### config.mk
export PLATFORM = sky130hd
export DESIGN_NAME = min_dist_search
export DESIGN_NICKNAME = d
export VERILOG_FILES = /design/src/rtl/min_dist_search.sv
export SDC_FILE = /design/constraint.sdc
export NUM_CORES = 1
export LEC_CHECK = 0
export CAP_MARGIN = 30
export CELL_PAD_IN_SITES_DETAIL_PLACEMENT = 0
export CELL_PAD_IN_SITES_GLOBAL_PLACEMENT = 1
export CORE_MARGIN = 2
export CORE_UTILIZATION = 55
export CTS_CLUSTER_SIZE = 30
export DETAILED_ROUTE_END_ITERATION = 6
export HOLD_SLACK_MARGIN = 0.02
export PLACE_DENSITY = 0.88
export SETUP_SLACK_MARGIN = 0.2
export SKIP_CTS_REPAIR_TIMING = 1
export SLEW_MARGIN = 10
export SYNTH_ARGS = -nofsm -noshare
export SYNTH_HDL_FRONTEND = slang
export SYNTH_SLANG_ARGS = --single-unit
### constraint.sdc
create_clock -name clk -period 12.44 [get_ports clk]
set_clock_uncertainty 0.2 [all_clocks]
set_input_delay 2.488 -clock clk [delete_from_list [all_inputs] [get_ports clk]]
set_output_delay 2.488 -clock clk [all_outputs]
set_load 0.03 [all_outputs]
### src/rtl/min_dist_search.sv
// Nearest-neuron search: scans a bank of RGB centres and reports the minimum
// L1 distance to the current pixel, with the pixel's threshold word alongside.
module min_dist_search #(
    parameter int N_NEURONS = 16,
    parameter int AW        = 4
) (
    input  logic          clk,
    input  logic          rst,
    input  logic          pv,
    input  logic [23:0]   px,
    input  logic [15:0]   prx,
    output logic          ready,
    input  logic          wr_en,
    input  logic [AW-1:0] wr_addr,
    input  logic [23:0]   wr_data,
    input  logic          wr_valid,
    output logic          rv,
    output logic [15:0]   rx,
    output logic [15:0]   dmin,
    output logic [AW-1:0] dmin_idx,
    output logic          no_match
);

    typedef enum logic [1:0] {
        IDLE  = 2'd0,
        SCAN  = 2'd1,
        FLUSH = 2'd2,
        DONE  = 2'd3
    } state_t;

    localparam logic [AW-1:0] LAST_IDX = AW'(N_NEURONS - 1);

    function automatic logic [7:0] abs_diff8(input logic [7:0] a, input logic [7:0] b);
        abs_diff8 = (a >= b) ? (a - b) : (b - a);
    endfunction

    function automatic logic [9:0] l1_rgb(input logic [23:0] a, input logic [23:0] b);
        l1_rgb = {2'd0, abs_diff8(a[23:16], b[23:16])}
               + {2'd0, abs_diff8(a[15:8],  b[15:8])}
               + {2'd0, abs_diff8(a[7:0],   b[7:0])};
    endfunction

    state_t          state_q, state_d;
    logic [AW-1:0]   cnt_q, cnt_d;
    logic [23:0]     px_q, px_d;
    logic [15:0]     prx_q, prx_d;

    logic            s1_v_q, s1_v_d;
    logic            s1_ok_q, s1_ok_d;
    logic [AW-1:0]   s1_idx_q, s1_idx_d;
    logic [23:0]     s1_c_q, s1_c_d;

    logic            s2_v_q, s2_v_d;
    logic            s2_ok_q, s2_ok_d;
    logic [AW-1:0]   s2_idx_q, s2_idx_d;
    logic [9:0]      s2_dist_q, s2_dist_d;

    logic [15:0]     min_q, min_d;
    logic [AW-1:0]   min_idx_q, min_idx_d;
    logic            found_q, found_d;

    logic            ready_q, ready_d;
    logic            rv_q, rv_d;
    logic [15:0]     rx_q, rx_d;
    logic [15:0]     dmin_q, dmin_d;
    logic [AW-1:0]   dmin_idx_q, dmin_idx_d;
    logic            no_match_q, no_match_d;

    logic [N_NEURONS-1:0] nvalid_q, nvalid_d;
    logic [23:0]          centre_q [N_NEURONS];

    logic            accept_s;
    logic            issue_s;
    logic [AW-1:0]   rd_addr_s;

    assign ready    = ready_q;
    assign rv       = rv_q;
    assign rx       = rx_q;
    assign dmin     = dmin_q;
    assign dmin_idx = dmin_idx_q;
    assign no_match = no_match_q;

    // Next-state, read pipeline, running minimum and result capture
    always_comb begin
        accept_s = ready_q & pv;

        // Slot 0 is read on the accepting edge; later slots follow one per SCAN cycle.
        issue_s   = accept_s | ((state_q == SCAN) && (cnt_q != LAST_IDX));
        rd_addr_s = (state_q == SCAN) ? (cnt_q + AW'(1)) : {AW{1'b0}};

        state_d    = state_q;
        cnt_d      = cnt_q;
        px_d       = px_q;
        prx_d      = prx_q;
        rv_d       = 1'b0;
        rx_d       = rx_q;
        dmin_d     = dmin_q;
        dmin_idx_d = dmin_idx_q;
        no_match_d = no_match_q;

        s1_v_d   = issue_s;
        s1_ok_d  = s1_ok_q;
        s1_idx_d = s1_idx_q;
        s1_c_d   = s1_c_q;
        if (issue_s) begin
            s1_ok_d  = nvalid_q[rd_addr_s];
            s1_idx_d = rd_addr_s;
            s1_c_d   = centre_q[rd_addr_s];
        end else begin
            s1_ok_d  = 1'b0;
        end

        s2_v_d    = s1_v_q;
        s2_ok_d   = s1_ok_q;
        s2_idx_d  = s1_idx_q;
        s2_dist_d = l1_rgb(px_q, s1_c_q);

        min_d     = min_q;
        min_idx_d = min_idx_q;
        found_d   = found_q;
        if (accept_s) begin
            min_d     = 16'hFFFF;
            min_idx_d = {AW{1'b0}};
            found_d   = 1'b0;
        end else if (s2_v_q && s2_ok_q && ({6'd0, s2_dist_q} < min_q)) begin
            min_d     = {6'd0, s2_dist_q};
            min_idx_d = s2_idx_q;
            found_d   = 1'b1;
        end else begin
            min_d     = min_q;
        end

        case (state_q)
            IDLE: begin
                if (accept_s) begin
                    state_d = SCAN;
                    cnt_d   = {AW{1'b0}};
                    px_d    = px;
                    prx_d   = prx;
                end else begin
                    state_d = IDLE;
                end
            end
            SCAN: begin
                if (cnt_q == LAST_IDX) begin
                    state_d = FLUSH;
                end else begin
                    cnt_d = cnt_q + AW'(1);
                end
            end
            FLUSH: begin
                // The last slot's compare lands on this edge, so capture min_d.
                state_d    = DONE;
                rv_d       = 1'b1;
                rx_d       = prx_q;
                dmin_d     = min_d;
                dmin_idx_d = min_idx_d;
                no_match_d = ~found_d;
            end
            DONE: begin
                if (accept_s) begin
                    state_d = SCAN;
                    cnt_d   = {AW{1'b0}};
                    px_d    = px;
                    prx_d   = prx;
                end else begin
                    state_d = IDLE;
                end
            end
            default: begin
                state_d = IDLE;
            end
        endcase

        ready_d = (state_d == IDLE) || (state_d == DONE);

        nvalid_d = nvalid_q;
        if (wr_en) begin
            nvalid_d[wr_addr] = wr_valid;
        end else begin
            nvalid_d = nvalid_q;
        end
    end

    // Control, pipeline and output registers; reset also empties the bank
    always_ff @(posedge clk or posedge rst) begin
        if (rst) begin
            state_q    <= IDLE;
            cnt_q      <= {AW{1'b0}};
            px_q       <= 24'd0;
            prx_q      <= 16'd0;
            s1_v_q     <= 1'b0;
            s1_ok_q    <= 1'b0;
            s1_idx_q   <= {AW{1'b0}};
            s1_c_q     <= 24'd0;
            s2_v_q     <= 1'b0;
            s2_ok_q    <= 1'b0;
            s2_idx_q   <= {AW{1'b0}};
            s2_dist_q  <= 10'd0;
            min_q      <= 16'hFFFF;
            min_idx_q  <= {AW{1'b0}};
            found_q    <= 1'b0;
            ready_q    <= 1'b1;
            rv_q       <= 1'b0;
            rx_q       <= 16'd0;
            dmin_q     <= 16'd0;
            dmin_idx_q <= {AW{1'b0}};
            no_match_q <= 1'b0;
            nvalid_q   <= {N_NEURONS{1'b0}};
        end else begin
            state_q    <= state_d;
            cnt_q      <= cnt_d;
            px_q       <= px_d;
            prx_q      <= prx_d;
            s1_v_q     <= s1_v_d;
            s1_ok_q    <= s1_ok_d;
            s1_idx_q   <= s1_idx_d;
            s1_c_q     <= s1_c_d;
            s2_v_q     <= s2_v_d;
            s2_ok_q    <= s2_ok_d;
            s2_idx_q   <= s2_idx_d;
            s2_dist_q  <= s2_dist_d;
            min_q      <= min_d;
            min_idx_q  <= min_idx_d;
            found_q    <= found_d;
            ready_q    <= ready_d;
            rv_q       <= rv_d;
            rx_q       <= rx_d;
            dmin_q     <= dmin_d;
            dmin_idx_q <= dmin_idx_d;
            no_match_q <= no_match_d;
            nvalid_q   <= nvalid_d;
        end
    end

    // Centre storage; contents are meaningless until the valid bit is set
    always_ff @(posedge clk) begin
        if (wr_en) begin
            centre_q[wr_addr] <= wr_data;
        end
    end

endmodule

==> results of run 1 <==
[power groups by stage]
stage	logic (W)	registers, W	clock network, W
after floorplan	0.00308	0.00258	0
after global placement	0.00391	0.00256	0
after detailed placement	0.00407	0.00258	0
after CTS	0.00409	0.00255	0.00161
after global routing	0.00453	0.00258	0.00167
final	0.00405	0.00254	0.00158
[flip-flops by register name, summed over array words and instances, names as in the netlist]
name and count:
nvalid_q 16, rv 1, rx 16, ready 1
no_match 1, cnt_q 4, s2_dist_q 10, min_idx_q 4
found_q 1, prx_q 16, s1_ok_q 1, min_q 16
s2_idx_q 4, centre_q 384, s2_ok_q 1, px_q 24
dmin_idx 4, state_q 2, s1_idx_q 4, s2_v_q 1
s1_v_q 1, dmin 16, s1_c_q 24
[cell families after synthesis]
family                   after synthesis
flip-flops                           552
buffers and inverters                170
AO/OA/AOI/OAI                        283
multiplexers                         200
XOR/XNOR                              27
adder cells (fa/ha/maj)               79
AND/OR/NAND/NOR                      250
[critical path, stage by stage (launching register included)]
cell,delay (ns)
dfrtp_1,0.44
ha_1,0.41
a21o_2,0.24
a31oi_1,0.23
a21oi_1,0.16
a211oi_4,0.49
mux2i_1,0.28
xor2_1,0.30
fa_1,0.48
inv_1,0.11
ha_1,0.24
a21o_1,0.16
a21oi_1,0.22
o21ai_0,0.17
o41ai_1,0.32
xnor2_1,0.16
[Yosys cell counts, types with 10 or more instances]
library cell  number  area share
dfstp_2           17       0.019
o22ai_1           52       0.014
xor2_1            10      0.0037
a21o_1            13      0.0041
o21ai_0           32      0.0068
a211oi_1          23      0.0073
fa_1              15       0.013
mux2i_1           79       0.034
buf_2             21      0.0045
inv_1             88       0.014
a22oi_1           22      0.0070
xnor2_1           16      0.0059
nor2b_1           26      0.0069
nand3_1           10      0.0021
edfxtp_1         384        0.49
nor2_1            72       0.011
ha_1              64       0.034
nand2_1          103       0.016
dfrtp_1          151        0.16
clkbuf_1          45      0.0072
a21oi_1           43      0.0091
a31oi_1           34      0.0090
mux4_2            47       0.045
mux2_2            74       0.035
a221oi_1          22      0.0082
[stage by stage]
stage	utilization	std cells
detailed placement	0.602	2162
global route	0.642	2262
floorplan	-	1561
global placement	0.599	2158
CTS	0.642	2262
finish	0.642	2263
[area by class of cell]
| class | count | area, sq um | area share |
|---|---|---|---|
| antenna | 1 | 2.50 | 0.0000924 |
| clock buffer | 66 | 1400 | 0.0516 |
| clock inverter | 34 | 322 | 0.0119 |
| inverter | 88 | 335 | 0.0124 |
| multi-input combinational | 839 | 7150 | 0.264 |
| sequential | 552 | 15800 | 0.582 |
| tap | 539 | 674 | 0.0249 |
| timing repair buffer | 144 | 1430 | 0.0529 |
[worst max-delay path by stage]
stage / cells after the start / start / slack (ns) / to
final: 15 / s1_c_q[11] / 7.74 / s2_dist_q[8]
after global routing: 17 / px_q[16] / 7.44 / s2_dist_q[8]
after CTS: 8 / cnt_q[0] / 7.74 / s1_c_q[19]
after detailed placement: 4 / wr_addr[3] / 7.53 / centre_q[6][6]
after global placement: 3 / rst / 7.57 / dmin[10]
after floorplan: 1 / rst / 5.23 / cnt_q[0]
[routing by layer]
layer / GRT usage / part of all wire / wire length [um]
met5: 0 / 0.00026 / 13
met4: 0.0940 / 0.034 / 1720
met3: 0.0378 / 0.070 / 3500
met2: 0.382 / 0.49 / 24700
met1: 0.307 / 0.40 / 20300
==> summary.md, run 1 <==
| Metric | Value |
|---|---|
| Fill cells | `just under 3000` |
| Max-slew violation count | `0` |
| Largest net degree at the start of global routing | `83` |
| Port buffer count | `111` |
| Number of synthesized register bits | `around 550` |
| Mapped Area | `23600 sq um` |
| Reg2reg start | `s1_c_q[11]` |
| CTS max path bufs | `3` |
| R2r endpoint | `s2_dist_q[8]` |
| Design Power | `roughly 0.008 W` |
| TritonCTS clock tree | `done` |
| Layout net count | `1830` |
| Clock latency on the worst-skew pair | `0.61 ns` |
| Compound-gate portion of the synthesized area | `0.0820` |
| Final GP Congestion | `0.834` |
| Commonest non-fill, non-tap cell in the layout | `edfxtp_1` |
| I/O pin count | `112` |
| Max Fanout on Critical Path | `7` |
| Core box area | `42100 sq um` |
| Relative slew slack | `0.369` |
| Drt first pass iters | `7` |
| Asr flop ratio synth | `0.304` |
| Fin area | `approximately 27000 sq um` |
| Outcome | `finished clean` |
| Clk slew on worst S/H paths | `0.06 ns` |
| Commonest cells after routing, fill and taps aside | `edfxtp_1, dfrtp_1, clkdlybuf4s50_1, nand2_1, inv_1` |
| Die Footprint | `44500 sq um` |
| Total grt overflow | `0` |
| Starting DRT DRC Count | `1358` |
| Post-DP HPWL | `30.1 mm` |
| Hold path depth | `0` |
| Power Internal | `0.00504 W` |
| CP Class | `reg2reg` |
| Global-route wire length before repair | `77.7 mm` |
| Final min period | `4.70 ns` |
| Fmax | `approximately 0.21 GHz` |
| VDD IR max | `~0.39 mV` |
| WL/cell | `22.2 um` |
| Setup Viol. Count Final | `0` |
| CTS sink cnt | `552` |
| Hold EP | `s2_ok_q` |
| Vias/cell | `5.98` |
| Die height | `approximately 210 um` |
| Pre-CTS WS | `7.53 ns` |
| Vias in the first global route | `13659` |
| Setup crit start kind | `register` |
| Ys Warns | `0` |
| Mux contribution to synthesized area | `0.114` |
| Gate power share | `0.495` |
| Post-synthesis net count | `1713` |
| Drt drc | `0` |
| Adder and majority cell fraction of the synthesized area | `0.0467` |
| Fraction of layout cells with a size suffix above 1 | `0.164` |
| RSZ-0062 raised after global routing | `false` |
| Post-DP Area | `25300 sq um` |
| Hold Vio Cnt, Final | `0` |
| Sequential-to-total area share from yosys stat | `0.669` |
| Pwr per Cell Area | `approximately 300 nW/um^2` |
| Crit path DAT | `about 5.0 ns` |
| H-tree depth | `2` |
| R2R cell count | `15` |
| EDFF count, synth | `about 380` |
| Via count | `between 10000 and 15000` |
| Final WL | `50.2 mm` |
| Main combinational cell family by area after synthesis | `multiplexers` |
| Hold crit path type | `reg2reg` |
| Sw Pwr | `0.00313 W` |
| Root Buffer | `clkbuf_16` |
| Post-synthesis average cell area | `between 15 and 20 sq um` |
| Final TNS setup | `0 ns` |
| Share of total power in the clock network | `0.193` |
| Max Cap Viol | `0` |
| XOR/XNOR share of the synthesized area | `0.0104` |
| Ys flop type | `edfxtp_1` |
| Initial core utilization | `0.559` |
| Final ANT Viol Nets | `0` |
| R2R Setup Slk | `slightly below 8 ns` |
| FP Rows | `75` |
| Final setup slack of the worst path | `7.74 ns` |
| Worst Path Required | `12.76 ns` |
| Hold slack | `0.157 ns` |
| Tcrit/Tclk final | `0.378` |
| Post-synthesis simple-gate area fraction | `0.0474` |
| Initial antenna violation count | `2` |
| Hold path start | `s1_ok_q` |
| Leak pwr | `10.3 nW` |
| P&R area growth vs syn | `14.8%` |
| Worst Tran Pin Value | `0.946 ns` |
| CTS Buf Count | `53` |
| Syn Inst Count | `1561` |
| Sequential power share | `0.311` |
| Gr usage total | `0.231` |
| Cell variety after synth | `60` |
| Worst Setup End Kind | `register` |
| Switching Fraction | `0.383` |
| DIE WIDTH | `211 um` |
Power figures use the tool's default switching activity.
==> inputs of run 2 (changes only) <==
- CORE_UTILIZATION: 55 -> 51
- PLACE_DENSITY: 0.88 -> 0.82
- clock period: 12.44 -> 4.6 ns (I/O delays scaled with it)
==> run 2 against run 1 <==
Worst setup slack worse by 7.3 ns; routed wire length is 7.3% higher; core utilization is 4.0 points lower; clock power grew to 2.6 times the previous value; combinational power grew to 2.9 times the previous value; sequential share of layout area is 0.70 points lower; via count is 1.1% higher; critical path depth is 1 higher; largest cell class unchanged; largest power group unchanged; highest routed layer unchanged.
==> summary.md, run 2 (synthesis gave the netlist of run 1 again) <==
| Metric | Value |
|---|---|
| H-tree depth | `2 (unchanged)` |
| Root Buffer | `clkbuf_16 (unchanged)` |
| Biggest register | `centre_q (unchanged)` |
| Gr usage total | `0.229 (was 0.231)` |
| Crit-path cells | `inv_1, ha_1, a21o_1, a31oi_4, a31oi_2, a211oi_4, buf_4, mux2i_1, xnor2_1, fa_1, inv_1, ha_1, a21oi_2, o21ai_0, o41ai_2, xnor2_1 (was ha_1, a21o_2, a31oi_1, a21oi_1, a211oi_4, mux2i_1, xor2_1, fa_1, inv_1, ha_1, a21o_1, a21oi_1, o21ai_0, o41ai_1, xnor2_1)` |
| Max-slew violation count | `0 (unchanged)` |
| Reg2reg start | `px_q[19] (was s1_c_q[11])` |
| CTS max path bufs | `3 (unchanged)` |
| Die height | `219 um (was 211 um)` |
| Pwr per Cell Area | `831 nW/um^2 (was 302 nW/um^2)` |
| Global-route wire length before repair | `82.0 mm (was 77.7 mm)` |
| Sw Pwr | `0.00898 W (was 0.00313 W)` |
| Clock latency on the worst-skew pair | `0.62 ns (was 0.61 ns)` |
| P&R area growth vs syn | `16.2% (was 14.8%)` |
| Max incr delay on CP | `0.54 ns (was 0.49 ns)` |
| Setup Viol. Count Final | `0 (unchanged)` |
| WL/cell | `22.9 um (was 22.2 um)` |
| RSZ-0062 raised after global routing | `false (unchanged)` |
| Hold Vio Cnt, Final | `0 (unchanged)` |
| CTS Buf Count | `53 (unchanged)` |
| Vias in the first global route | `13960 (was 13659)` |
| Port buffer count | `111 (unchanged)` |
| Final TNS setup | `0 ns (unchanged)` |
| Setup crit start kind | `register (unchanged)` |
| Pre-CTS WS | `0.248 ns (was 7.53 ns)` |
| Max Fanout on Critical Path | `7 (unchanged)` |
| Biggest regs | `centre_q x384, px_q x24, s1_c_q x24 (unchanged)` |
| Worst Setup End Kind | `register (unchanged)` |
| Sequential power share | `0.295 (was 0.311)` |
| Post-DP HPWL | `33.9 mm (was 30.1 mm)` |
| Leak pwr | `10.4 nW (was 10.3 nW)` |
| Drt drc | `0 (unchanged)` |
| Commonest non-fill, non-tap cell in the layout | `edfxtp_1 (unchanged)` |
| Clk slew on worst S/H paths | `0.06 ns (about the same)` |
| Final setup slack of the worst path | `0.428 ns (was 7.74 ns)` |
| Tcrit/Tclk final | `0.907 (was 0.378)` |
| Starting DRT DRC Count | `1350 (was 1358)` |
| FP Rows | `78 (was 75)` |
| R2R cell count | `16 (was 15)` |
| Outcome | `finished clean (unchanged)` |
| Drt first pass iters | `5 (was 7)` |
| Relative slew slack | `0.335 (was 0.369)` |
| Worst Tran Pin Value | `0.997 ns (was 0.946 ns)` |
| Fill cells | `3380 (was 2936)` |
| CP delay by family, top | `compound AO/OA/AOI/OAI gates (unchanged)` |
| Final WL | `53.8 mm (was 50.2 mm)` |
| TritonCTS clock tree | `done (unchanged)` |
| Via count | `13687 (was 13534)` |
| Gate power share | `0.524 (was 0.495)` |
| Hold path depth | `0 (unchanged)` |
| Hold slack | `0.149 ns (was 0.157 ns)` |
| CP Class | `reg2reg (unchanged)` |
| Largest net degree at the start of global routing | `150 (was 83)` |
| Crit-path slowest cell | `fa_1 (was a211oi_4)` |
| Layout net count | `1853 (was 1830)` |
| Total grt overflow | `0 (unchanged)` |
| R2r endpoint | `s2_dist_q[8] (unchanged)` |
| DIE WIDTH | `219 um (was 211 um)` |
| Switching Fraction | `0.395 (was 0.383)` |
| Core box area | `45500 sq um (was 42100 sq um)` |
| Die Footprint | `48000 sq um (was 44500 sq um)` |
| Hold crit path type | `reg2reg (unchanged)` |
| Largest register FFs | `384 (unchanged)` |
| Hold EP | `s2_v_q (was s2_ok_q)` |
| Worst Path Required | `4.94 ns (was 12.76 ns)` |
| Commonest cells after routing, fill and taps aside | `edfxtp_1, dfrtp_1, clkdlybuf4s50_1, nand2_1, inv_1 (unchanged)` |
| Vias/cell | `5.83 (was 5.98)` |
| Initial antenna violation count | `3 (was 2)` |
| Hold path start | `s1_v_q (was s1_ok_q)` |
| Antenna diodes | `0 (was 1)` |
| VDD IR max | `1.13 mV (was 0.388 mV)` |
| R2R Setup Slk | `0.43 ns (was 7.74 ns)` |
| Power Internal | `0.0138 W (was 0.00504 W)` |
| Initial core utilization | `0.518 (was 0.559)` |
| Reg area | `15800 sq um (unchanged)` |
| Final ANT Viol Nets | `0 (unchanged)` |
| Final GP Congestion | `0.873 (was 0.834)` |
| Final min period | `4.17 ns (was 4.70 ns)` |
| Placed cells | `2243 (was 2162)` |
| Fraction of layout cells with a size suffix above 1 | `0.182 (was 0.164)` |
| Final Non-Filler Cells | `2346 (was 2263)` |
| Footprint of the multi-input gates | `7210 sq um (was 7150 sq um)` |
| Max Cap Viol | `0 (unchanged)` |
| I/O pin count | `112 (unchanged)` |
| Critical path buffers and inverters | `3 (was 1)` |
| Design Power | `0.0228 W (was 0.00817 W)` |
| Fmax | `0.240 GHz (was 0.213 GHz)` |
| Share of total power in the clock network | `0.181 (was 0.193)` |
| CTS sink cnt | `552 (unchanged)` |
| Crit path DAT | `4.51 ns (was 5.01 ns)` |
run 2: cell types whose count changed in the layout (fill, tap and decap cells not counted), sizes merged:
| cell | change |
|---|---|
| buf | +23 |
| clkbuf | +9 |
| clkinv | -6 |
| bufinv | -4 |
| clkinvlp | +3 |
| inv | -2 |
| diode | -1 |
run 2: how the worst max path moves through the flow:
stage | start | to | cells after the start
2_1_floorplan | px_q[11] | s2_dist_q[9] | 17
3_3_place_gp | px_q[16] | s2_dist_q[9] | 18
3_5_place_dp | px_q[0] | s2_dist_q[9] | 17
4_1_cts | px_q[0] | s2_dist_q[9] | 17
5_1_grt | px_q[3] | s2_dist_q[8] | 16
6_report | px_q[19] | s2_dist_q[8] | 16
run 2: power by group through the flow:
stage	Clock, W	Sequential (W)	Combinational (W)
2_1_floorplan	0	0.00697	0.00834
3_3_place_gp	0	0.00678	0.0111
3_5_place_dp	0	0.00683	0.0113
4_1_cts	0.00419	0.00673	0.0114
5_1_grt	0.00439	0.00682	0.0133
6_report	0.00411	0.00673	0.0119
run 2: final cells by class:
type	instances	share of cell area
timing repair buffer	167	0.0620
clock inverter	25	0.00786
inverter	88	0.0122
clock buffer	75	0.0522
tap	600	0.0274
multi-input combinational	839	0.263
sequential	552	0.575
run 2: through the flow:
stage,util,instance area (sq um)
floorplan,-,23600
global placement,0.564,25600
detailed placement,0.564,25700
CTS,0.600,27300
global route,0.602,27400
finish,0.602,27400
run 2: per-layer routing:
| metal | wire length, um | global-route usage |
|---|---|---|
| met1 | 22300 | 0.309 |
| met2 | 26200 | 0.381 |
| met3 | 3790 | 0.0445 |
| met4 | 1480 | 0.0660 |
| met5 | 36 | 0 |
